**config.mk**
```make
export PLATFORM = sky130hd
export DESIGN_NAME = spi_burst_decoder
export DESIGN_NICKNAME = d
export VERILOG_FILES = /design/src/rtl/pwm_spi_pkg.sv /design/src/rtl/burst_addr_ctr.sv /design/src/rtl/spi_burst_decoder.sv
export SDC_FILE = /design/constraint.sdc
export NUM_CORES = 1
export LEC_CHECK = 0
export ABC_AREA = 1
export BUFFER_PORTS_ARGS = -buffer_cell sky130_fd_sc_hd__buf_2
export CORE_MARGIN = 5
export CORE_UTILIZATION = 30
export DETAILED_ROUTE_END_ITERATION = 10
export PLACE_DENSITY = 0.59
export SYNTH_ARGS = -nofsm -noshare
export SYNTH_HDL_FRONTEND = slang
export SYNTH_HIERARCHICAL = 1
export SYNTH_SLANG_ARGS = --single-unit
```
**constraint.sdc**
```tcl
create_clock -name clk -period 4.4 [get_ports clk]
set_input_delay 1.1 -clock clk [delete_from_list [all_inputs] [get_ports clk]]
set_output_delay 1.1 -clock clk [all_outputs]
set_load 0.05 [all_outputs]
```
**src/rtl/pwm_spi_pkg.sv**
```systemverilog
// Shared definitions for the PWM peripheral SPI command decoder.
// Holds the command byte bit positions, the register data width and the
// decoder state encoding used by spi_burst_decoder.
package pwm_spi_pkg;

  localparam int DATA_W      = 8;
  localparam int CMD_WR_BIT  = 7;
  localparam int CMD_INC_BIT = 6;

  typedef enum logic [1:0] {
    IDLE    = 2'd0,
    WR_DATA = 2'd1,
    RD_DATA = 2'd2
  } state_t;

endpackage

```
**src/rtl/burst_addr_ctr.sv**
```systemverilog
// Register byte-address counter for burst transfers.
// Ports:
//   clk, rst_n    clock and asynchronous active-low reset
//   load          take load_addr as the new address (priority over incr)
//   load_addr     start address taken from the command byte
//   incr          advance to the next address, wrapping at MAX_ADDR
//   check_load    range-check load_addr instead of the held address
//   addr          current address
//   out_of_range  the address about to be accessed is above MAX_ADDR
module burst_addr_ctr #(
  parameter int ADDR_W   = 6,
  parameter int MAX_ADDR = (1 << ADDR_W) - 1
) (
  input  logic              clk,
  input  logic              rst_n,
  input  logic              load,
  input  logic [ADDR_W-1:0] load_addr,
  input  logic              incr,
  input  logic              check_load,
  output logic [ADDR_W-1:0] addr,
  output logic              out_of_range
);
  import pwm_spi_pkg::*;

  localparam logic [ADDR_W-1:0] LAST = ADDR_W'(MAX_ADDR);

  logic [ADDR_W-1:0] next_addr;
  logic [ADDR_W-1:0] check_addr;

  // Wrap only exactly at MAX_ADDR; an address above it steps on normally
  // until the natural counter overflow brings it back into range.
  assign next_addr  = (addr == LAST) ? '0 : addr + ADDR_W'(1);

  // A command read accesses the address in the same cycle it is loaded,
  // so the range compare must look at the incoming value then.
  assign check_addr   = check_load ? load_addr : addr;
  assign out_of_range = int'(check_addr) > MAX_ADDR;

  always_ff @(posedge clk or negedge rst_n) begin
    if (!rst_n) begin
      addr <= '0;
    end else if (load) begin
      addr <= load_addr;
    end else if (incr) begin
      addr <= next_addr;
    end
  end

endmodule

```
**src/rtl/spi_burst_decoder.sv**
```systemverilog
// SPI-to-register-file command decoder for the PWM peripheral.
// The first byte of a chip-select frame is a command (bit7 write, bit6
// auto-increment, low bits start address); every later byte in the frame
// writes data_in or reads the next register into data_out.
// Ports:
//   clk, rst_n    clock and asynchronous active-low reset
//   cs_active     chip-select asserted (already synchronised)
//   byte_sync     one-cycle pulse, data_in holds a received byte
//   data_in       received byte
//   data_out      byte returned to the master on the next SPI byte
//   read, write   one-cycle register strobes
//   addr          register address, valid with the strobes
//   data_read     combinational register read data for addr
//   data_write    register write data, valid with write
//   busy          a frame is in progress
//   err           sticky out-of-range flag, cleared by the next command
module spi_burst_decoder
  import pwm_spi_pkg::*;
#(
  parameter int ADDR_W   = 6,
  parameter int MAX_ADDR = (1 << ADDR_W) - 1
) (
  input  logic              clk,
  input  logic              rst_n,
  input  logic              cs_active,
  input  logic              byte_sync,
  input  logic [DATA_W-1:0] data_in,
  output logic [DATA_W-1:0] data_out,
  output logic              read,
  output logic              write,
  output logic [ADDR_W-1:0] addr,
  input  logic [DATA_W-1:0] data_read,
  output logic [DATA_W-1:0] data_write,
  output logic              busy,
  output logic              err
);

  state_t state_q, state_d;
  logic   inc_q, inc_d;
  logic   read_d, write_d, err_d, zero_d;
  logic   take, load, access;
  logic   acc_q, gap1_q, gap2_q, zero_q;
  logic   out_of_range;

  // A byte is accepted only inside a frame and at least three cycles after
  // the previous accepted byte; closer pulses are dropped.
  assign take = cs_active & byte_sync & ~gap1_q & ~gap2_q;
  assign load = take & (state_q == IDLE);
  assign busy = (state_q != IDLE);

  // The counter steps the cycle after every access attempt, including
  // out-of-range ones, so a burst can wrap back into the implemented range.
  burst_addr_ctr #(
    .ADDR_W   (ADDR_W),
    .MAX_ADDR (MAX_ADDR)
  ) u_addr_ctr (
    .clk          (clk),
    .rst_n        (rst_n),
    .load         (load),
    .load_addr    (data_in[ADDR_W-1:0]),
    .incr         (acc_q & inc_q),
    .check_load   (state_q == IDLE),
    .addr         (addr),
    .out_of_range (out_of_range)
  );

  always_ff @(posedge clk or negedge rst_n) begin
    if (!rst_n) begin
      state_q <= IDLE;
      inc_q   <= 1'b0;
      err     <= 1'b0;
    end else begin
      state_q <= state_d;
      inc_q   <= inc_d;
      err     <= err_d;
    end
  end

  // Only a chip-select drop leaves a data state. The command byte of a read
  // frame is itself an access of the start address.
  always_comb begin
    state_d = state_q;
    inc_d   = inc_q;
    err_d   = err;
    read_d  = 1'b0;
    write_d = 1'b0;
    zero_d  = 1'b0;
    access  = 1'b0;
    case (state_q)
      IDLE: begin
        if (take) begin
          inc_d = data_in[CMD_INC_BIT];
          err_d = 1'b0;
          if (data_in[CMD_WR_BIT]) begin
            state_d = WR_DATA;
          end else begin
            state_d = RD_DATA;
            access  = 1'b1;
          end
        end
      end
      WR_DATA, RD_DATA: begin
        if (!cs_active) begin
          state_d = IDLE;
        end else if (take) begin
          access = 1'b1;
        end
      end
      default: state_d = IDLE;
    endcase
    if (access) begin
      if (out_of_range) begin
        err_d  = 1'b1;
        zero_d = (state_d == RD_DATA);
      end else begin
        read_d  = (state_d == RD_DATA);
        write_d = (state_d == WR_DATA);
      end
    end
  end

  // A strobe issued just before chip-select drops still completes, and the
  // read data is still captured before data_out is cleared in IDLE.
  always_ff @(posedge clk or negedge rst_n) begin
    if (!rst_n) begin
      read       <= 1'b0;
      write      <= 1'b0;
      acc_q      <= 1'b0;
      gap1_q     <= 1'b0;
      gap2_q     <= 1'b0;
      zero_q     <= 1'b0;
      data_write <= '0;
      data_out   <= '0;
    end else begin
      read   <= read_d;
      write  <= write_d;
      acc_q  <= access;
      gap1_q <= take;
      gap2_q <= gap1_q;
      zero_q <= zero_d;
      if (write_d) begin
        data_write <= data_in;
      end
      if (read) begin
        data_out <= data_read;
      end else if (zero_q || state_q == IDLE) begin
        data_out <= '0;
      end
    end
  end

endmodule
```
==> reports/qor.yml, run 1 <==
power:
  leakage_nw: 1.07
  ir_drop_mv: 0.242
  finalPower_mw: 1.29
  power_density_mw_per_mm2: 690
timing:
  fmax_mhz: 412
  tns_ns: 0
  slew_violations: 0
  setup_ws_ns: 1.97
  finalHoldViolations: 0
  skew_ns: 0.00670
  rsz0062_at_grt: "false"
  setup_violations: 0
  max_slew_margin_pct: 52.8
  tightestPinTransition_ns: 0.709
  fin_crit_sh_pct: 55.2
  fin_crit_ns: 2.43
placed_design:
  post-place-ws_ns: 1.97
  port_buffers: 45
  gp_congestion: 0.756
  dp_hpwl_um: 2630
floorplan:
  core-area_sq_mm: 0.00479
  ios: 46
  die_h_um: 80.8
  rows: 25
  initial_utilization_pct: 31.5
  fp.dieArea_sq_mm: 0.00653
  die_x_um: 80.8
critical_path:
  worstSetupPathType: "reg -> out"
  critPathLaunchType: "flip-flop"
  critical-path-top-delay-family: "buffers and inverters"
  critPathArrivalTime_ns: 1.33
  critPathBufInv: 3
  cpPeakStageDelay_ns: 0.39
  critPathMaxFanout: 4
  cp-end-kind: "primary output"
  crit_top_cell: "inv_1"
  cp_data_required_time_ns: 3.30
  crit_path_top_delay_cell: "dfrtp_1"
  crit_path_cell_trace: "inv_1 > ha_1 > inv_1 > buf_2"
final_layout:
  diodes: 0
  drive_gt1_share_pct: 30.3
  fin_nets: 244
  layout-area-overhead-vs-synth_pct: 24.2
min_path:
  hold_class: "reg -> reg"
synthesis:
  synth_top_cell_area_share_pct: 53.2
  netlist_area_sq_mm: 0.00151
  ys_seq_area_share_pct: 53.2
  syn_inst: 172
  ys_types: 26
  syn_area_per_cell_sq_um: 8.75
  synth_warnings: 6
  synth_seq_cells: 32
  synth_ff_type: "dfrtp_1"
  ys_top_cells_by_count: "nand2_1 (62), dfrtp_1 (32), nand3_1 (24), inv_1 (14), nor2_1 (6)"
  synth_most_common_cell: "nand2_1"
  ys_top_cells_by_area: "dfrtp_1 (53%), nand2_1 (15%), nand3_1 (8.0%), inv_1 (3.5%), ha_1 (2.5%)"
  synth_edf_count: 0
  mappedNetlistNets: 195
  synth_top_cell_by_area: "dfrtp_1"
  ys_async_sr_fraction_pct: 100
detailed_routing:
  drtAntennaViolNets: 0
  viasPerCell: 4.33
  wire_per_inst_um: 11.9
  firstDrtPassIters: 4
  drtIter0Drc: 92
  vias: 1247
  drcViolationCount: 0
  wl_um: 3420
job:
  drv_cap: 0
clock_tree:
  cts_root_buf: "clkbuf_8"
  clock_sinks: 32
  ctsResizeCount: 0
  cts_setup_buffers: 0
  cts_tree: "yes"
  cts_buffer_depth: 2
  cts_made_buffers: 5
  clkLatencyLatePin_ns: 0.28
  cts_max_level: 2
  clk_pin_slew_worst_paths_ns: 0.06
  postCtsHoldBufs: 0
global_route:
  grt_pass1_wl_um: 5910
  grt_usage_pct: 11.8
  grt_max_degree: 33
  antenna_found_initial: 0
  grt_overflow: 0
  grt_pass1_vias: 1295
run_status:
  outcome: "finished, final reports clean"
registers in the layout, indices dropped and copies added, names as in the netlist:
register and cells:
gap1_q 1, acc_q 1, data_out 8, zero_q 1, data_write 8, inc_q 1
write 1, err 1, state_q 2, read 1, u_addr_ctr/addr 6, gap2_q 1
final timing paths:
path / cells after the start / endpoint / from / slack, ns
min in group asynchronous: 1 / data_write[3] / rst_n / 0.87
setup / recovery: 4 / busy / state_q[0] / 1.97
hold reg to reg: 0 / gap2_q / gap1_q / 0.40
max in group asynchronous: 1 / data_out[6] / rst_n / 3.08
hold / removal: 0 / gap2_q / gap1_q / 0.40
setup reg to reg: 9 / u_addr_ctr/addr[5] / state_q[1] / 2.55
cells in the final DEF, fill, tap and decap left out:
| cell | count |
|---|---|
| nand2_1 | 62 |
| buf_2 | 45 |
| dfrtp_1 | 32 |
| nand3_1 | 24 |
| inv_1 | 14 |
| nor2_1 | 6 |
| clkbuf_8 | 5 |
| nand2_2 | 4 |
| inv_2 | 3 |
| nor2_2 | 3 |
| ha_1 | 3 |
| a22oi_1 | 3 |
| o21ai_1 | 2 |
| nor3_1 | 2 |
| a21oi_4 | 1 |
| nand4_4 | 1 |
| nor2_8 | 1 |
| nand2_4 | 1 |
| clkinv_2 | 1 |
| clkbuf_1 | 1 |
| nor2_4 | 1 |
| o21ai_2 | 1 |
| xor2_1 | 1 |
| a21oi_1 | 1 |
| o21bai_1 | 1 |
| o21ai_0 | 1 |
| conb_1 | 1 |
per-stage QoR:
stage	util [%]	instances	hold slack, ns	instance area (sq um)
finish	39.1	288	0.403	1870
CTS	39.1	288	0.403	1870
global route	39.1	288	0.413	1870
global placement	37.4	281	0.383	1790
floorplan	-	172	0.373	1510
detailed placement	37.4	281	0.389	1790
worst register-to-register path: stages (launching register included):
cell and delay [ns]:
dfrtp_1 0.39, inv_1 0.08, ha_1 0.23, inv_1 0.09, nor2_1 0.55, inv_2 0.13
nand2_2 0.12, nor2_4 0.05, nand3_1 0.07, nand2_1 0.05
cell families after synthesis:
group                      Yosys count  synth area share, %
and+or+nand+nor                    105                 32.8
AOI/OAI and AO/OA                   10                 4.99
adders and majority gates            3                 2.49
xor gates and xnor gates             1                0.582
other                                1                0.249
DFF                                 32                 53.2
buffers and inverters               20                 5.74
metal layers:
metal  GRT usage [%]  part of all wire (%)  up-vias
met3            3.22                   7.2        7
met5               0                     0        -
met4            6.08                   2.2        0
li1                -                     -      642
met2            18.1                    45       41
met1            15.1                    46      557
report_power, final:
| group | switching, mW | total [mW] | leakage, nW | internal (mW) |
|---|---|---|---|---|
| Sequential | 0.0724 | 0.452 | 0.427 | 0.380 |
| Combinational | 0.482 | 0.630 | 0.605 | 0.148 |
| Clock | 0.0999 | 0.207 | 0.0410 | 0.107 |
| Total | 0.654 | 1.29 | 1.07 | 0.635 |
cell type report:
type	instances	area, sq um
repair buffers	45	225
flip-flops and latches	32	801
well taps	67	83.8
inverters	17	63.8
fillers	510	2920
clock inverters	1	5.00
clock buffers	6	72.6
multi-input cells	120	618
Note: power is estimated with default switching activity, not from simulation.
==> run 2, diff against run 1 <==
--- a/config.mk
+++ b/config.mk
@@ -10,7 +10,7 @@
 export CORE_MARGIN = 5
 export CORE_UTILIZATION = 30
 export DETAILED_ROUTE_END_ITERATION = 10
-export PLACE_DENSITY = 0.59
+export PLACE_DENSITY = 0.61
 export SYNTH_ARGS = -nofsm -noshare
 export SYNTH_HDL_FRONTEND = slang
 export SYNTH_HIERARCHICAL = 1
==> constraint.sdc (replaced) <==
create_clock -name clk -period 2 [get_ports clk]
set_input_delay 0.5 -clock clk [delete_from_list [all_inputs] [get_ports clk]]
set_output_delay 0.5 -clock clk [all_outputs]
set_load 0.05 [all_outputs]
==> reports/qor.yml, run 2 (same netlist as run 1, synthesis figures left out) <==
power:
  finalPower_mw: 2.99
  ir_drop_mv: 0.448
  p_sw_mw: 1.46
  combinationalPowerShare_pct: 46.3
  power_density_mw_per_mm2: 1560
  intPower_mw: 1.53
  switching_share_pct: 48.7
  clkPwrFrac_pct: 20.5
  power_frac_seq_pct: 33.1
  leakage_nw: 1.09
final_layout:
  final_common_cell: "nand2_1"
  drive_gt1_share_pct: 31.4
  top_regs: "data_out (8), data_write (8), u_addr_ctr/addr (6)"
  final_cell_mix: "nand2_1 (62), buf_2 (45), dfrtp_1 (32), nand3_1 (24), inv_1 (14)"
  fin_util_pct: 39.9
  diodes: 0
  fin_nets: 245
  layout-area-overhead-vs-synth_pct: 26.9
critical_path:
  critical-path-top-delay-family: "flip-flops"
  crit_top_cell: "inv_1"
  cpPeakStageDelay_ns: 0.42
  cp-end-kind: "primary output"
  critPathLaunchType: "flip-flop"
  critPathBufInv: 3
  critPathMaxFanout: 4
  worstSetupPathType: "reg -> out"
  crit_path_cell_trace: "inv_1 > ha_1 > inv_1 > buf_2"
  crit_path_top_delay_cell: "dfrtp_1"
  cp_data_required_time_ns: 1.50
  critPathArrivalTime_ns: 1.36
timing:
  tightestPinTransition_ns: 0.710
  max_slew_margin_pct: 52.7
  setup_ws_ns: 0.136
  rsz0062_at_grt: "false"
  setup_violations: 0
  slew_violations: 0
  skew_ns: 0.00709
  fmax_mhz: 537
  tns_ns: 0
  finalHoldViolations: 0
  fin_crit_ns: 1.86
  fin_crit_sh_pct: 93.2
  holdWs_ns: 0.268
detailed_routing:
  drtAntennaViolNets: 0
  vias: 1240
  drcViolationCount: 0
  wire_per_inst_um: 11.5
  wl_um: 3320
  viasPerCell: 4.28
  drtIter0Drc: 68
  firstDrtPassIters: 4
placed_design:
  post-place-ws_ns: 0.205
  dp_hpwl_um: 2560
  gp_congestion: 0.726
  port_buffers: 45
floorplan:
  die_h_um: 80.8
  initial_utilization_pct: 31.5
  die_x_um: 80.8
  rows: 25
  core-area_sq_mm: 0.00479
  fp.dieArea_sq_mm: 0.00653
  ios: 46
clock_tree:
  clock_sinks: 32
  cts_max_level: 2
  cts_root_buf: "clkbuf_8"
  clk_pin_slew_worst_paths_ns: 0.07
  cts_tree: "yes"
  postCtsHoldBufs: 0
  clkLatencyLatePin_ns: 0.28
  ctsResizeCount: 0
  cts_made_buffers: 5
  cts_setup_buffers: 0
  cts_buffer_depth: 2
min_path:
  hold_class: "in -> async"
global_route:
  grt_overflow: 0
  grt_pass1_wl_um: 5780
  antenna_found_initial: 0
  grt_max_degree: 33
  grt_usage_pct: 11.3
  grt_pass1_vias: 1284
job:
  drv_cap: 0
run_status:
  outcome: "finished, final reports clean"
==> run 2: cell types whose count changed in the layout (fill, tap and decap cells not counted) <==
| cell | delta |
|---|---|
| buf_4 | +1 |
| bufinv_16 | +1 |
| clkbuf_1 | -1 |
| clkinvlp_4 | +1 |
==> run 2: final timing paths <==
| check | depth (start not counted) | slack, ns | startpoint | endpoint |
|---|---|---|---|---|
| setup / recovery | 4 | 0.14 | state_q[0] | busy |
| hold / removal | 1 | 0.27 | rst_n | acc_q |
| max in group asynchronous | 1 | 1.28 | rst_n | data_write[6] |
| min in group clk | 0 | 0.41 | gap1_q | gap2_q |
| setup reg to reg | 8 | 0.19 | state_q[0] | data_write[0] |
| hold reg to reg | 0 | 0.41 | gap1_q | gap2_q |
==> run 2: cell type report <==
class | count | area (sq um)
clock buffer | 5 | 68.8
sequential | 32 | 801
tap | 67 | 83.8
inverter | 17 | 63.8
fill | 501 | 2880
timing repair buffer | 46 | 233
clock inverter | 3 | 42.5
multi-input combinational | 120 | 618
==> run 2: power groups by stage <==
stage	Sequential (mW)	Clock (mW)	Combinational [mW]
4_1_cts	0.993	0.631	1.40
3_5_place_dp	1.00	0	1.40
2_1_floorplan	1.52	0	0.547
6_report	0.990	0.614	1.38
5_1_grt	1.03	0.651	1.52
3_3_place_gp	1.01	0	1.38
==> run 2: per-layer routing <==
metal / up-vias / routed length (um) / track usage, %
li1: 645 / - / -
met1: 567 / 1570 / 14.5
met2: 26 / 1530 / 18.0
met3: 2 / 209 / 4.21
met4: 0 / 20 / 3.04
met5: - / 0 / 0
==> run 2: worst register-to-register path, delay by kind of cell, from the launching register on <==
| family | cells | cell delay, ns |
|---|---|---|
| flops | 1 | 0.42 |
| buf+inv | 1 | 0.06 |
| simple gates | 5 | 0.64 |
| fa+ha+maj | 1 | 0.30 |
| compound gates | 1 | 0.28 |
==> run 2: through the flow <==
| step | cells | instance area (sq um) |
|---|---|---|
| after global placement | 282 | 1800 |
| after global routing | 290 | 1910 |
| after detailed placement | 282 | 1800 |
| after floorplan | 172 | 1510 |
| final | 290 | 1910 |
| after CTS | 290 | 1910 |
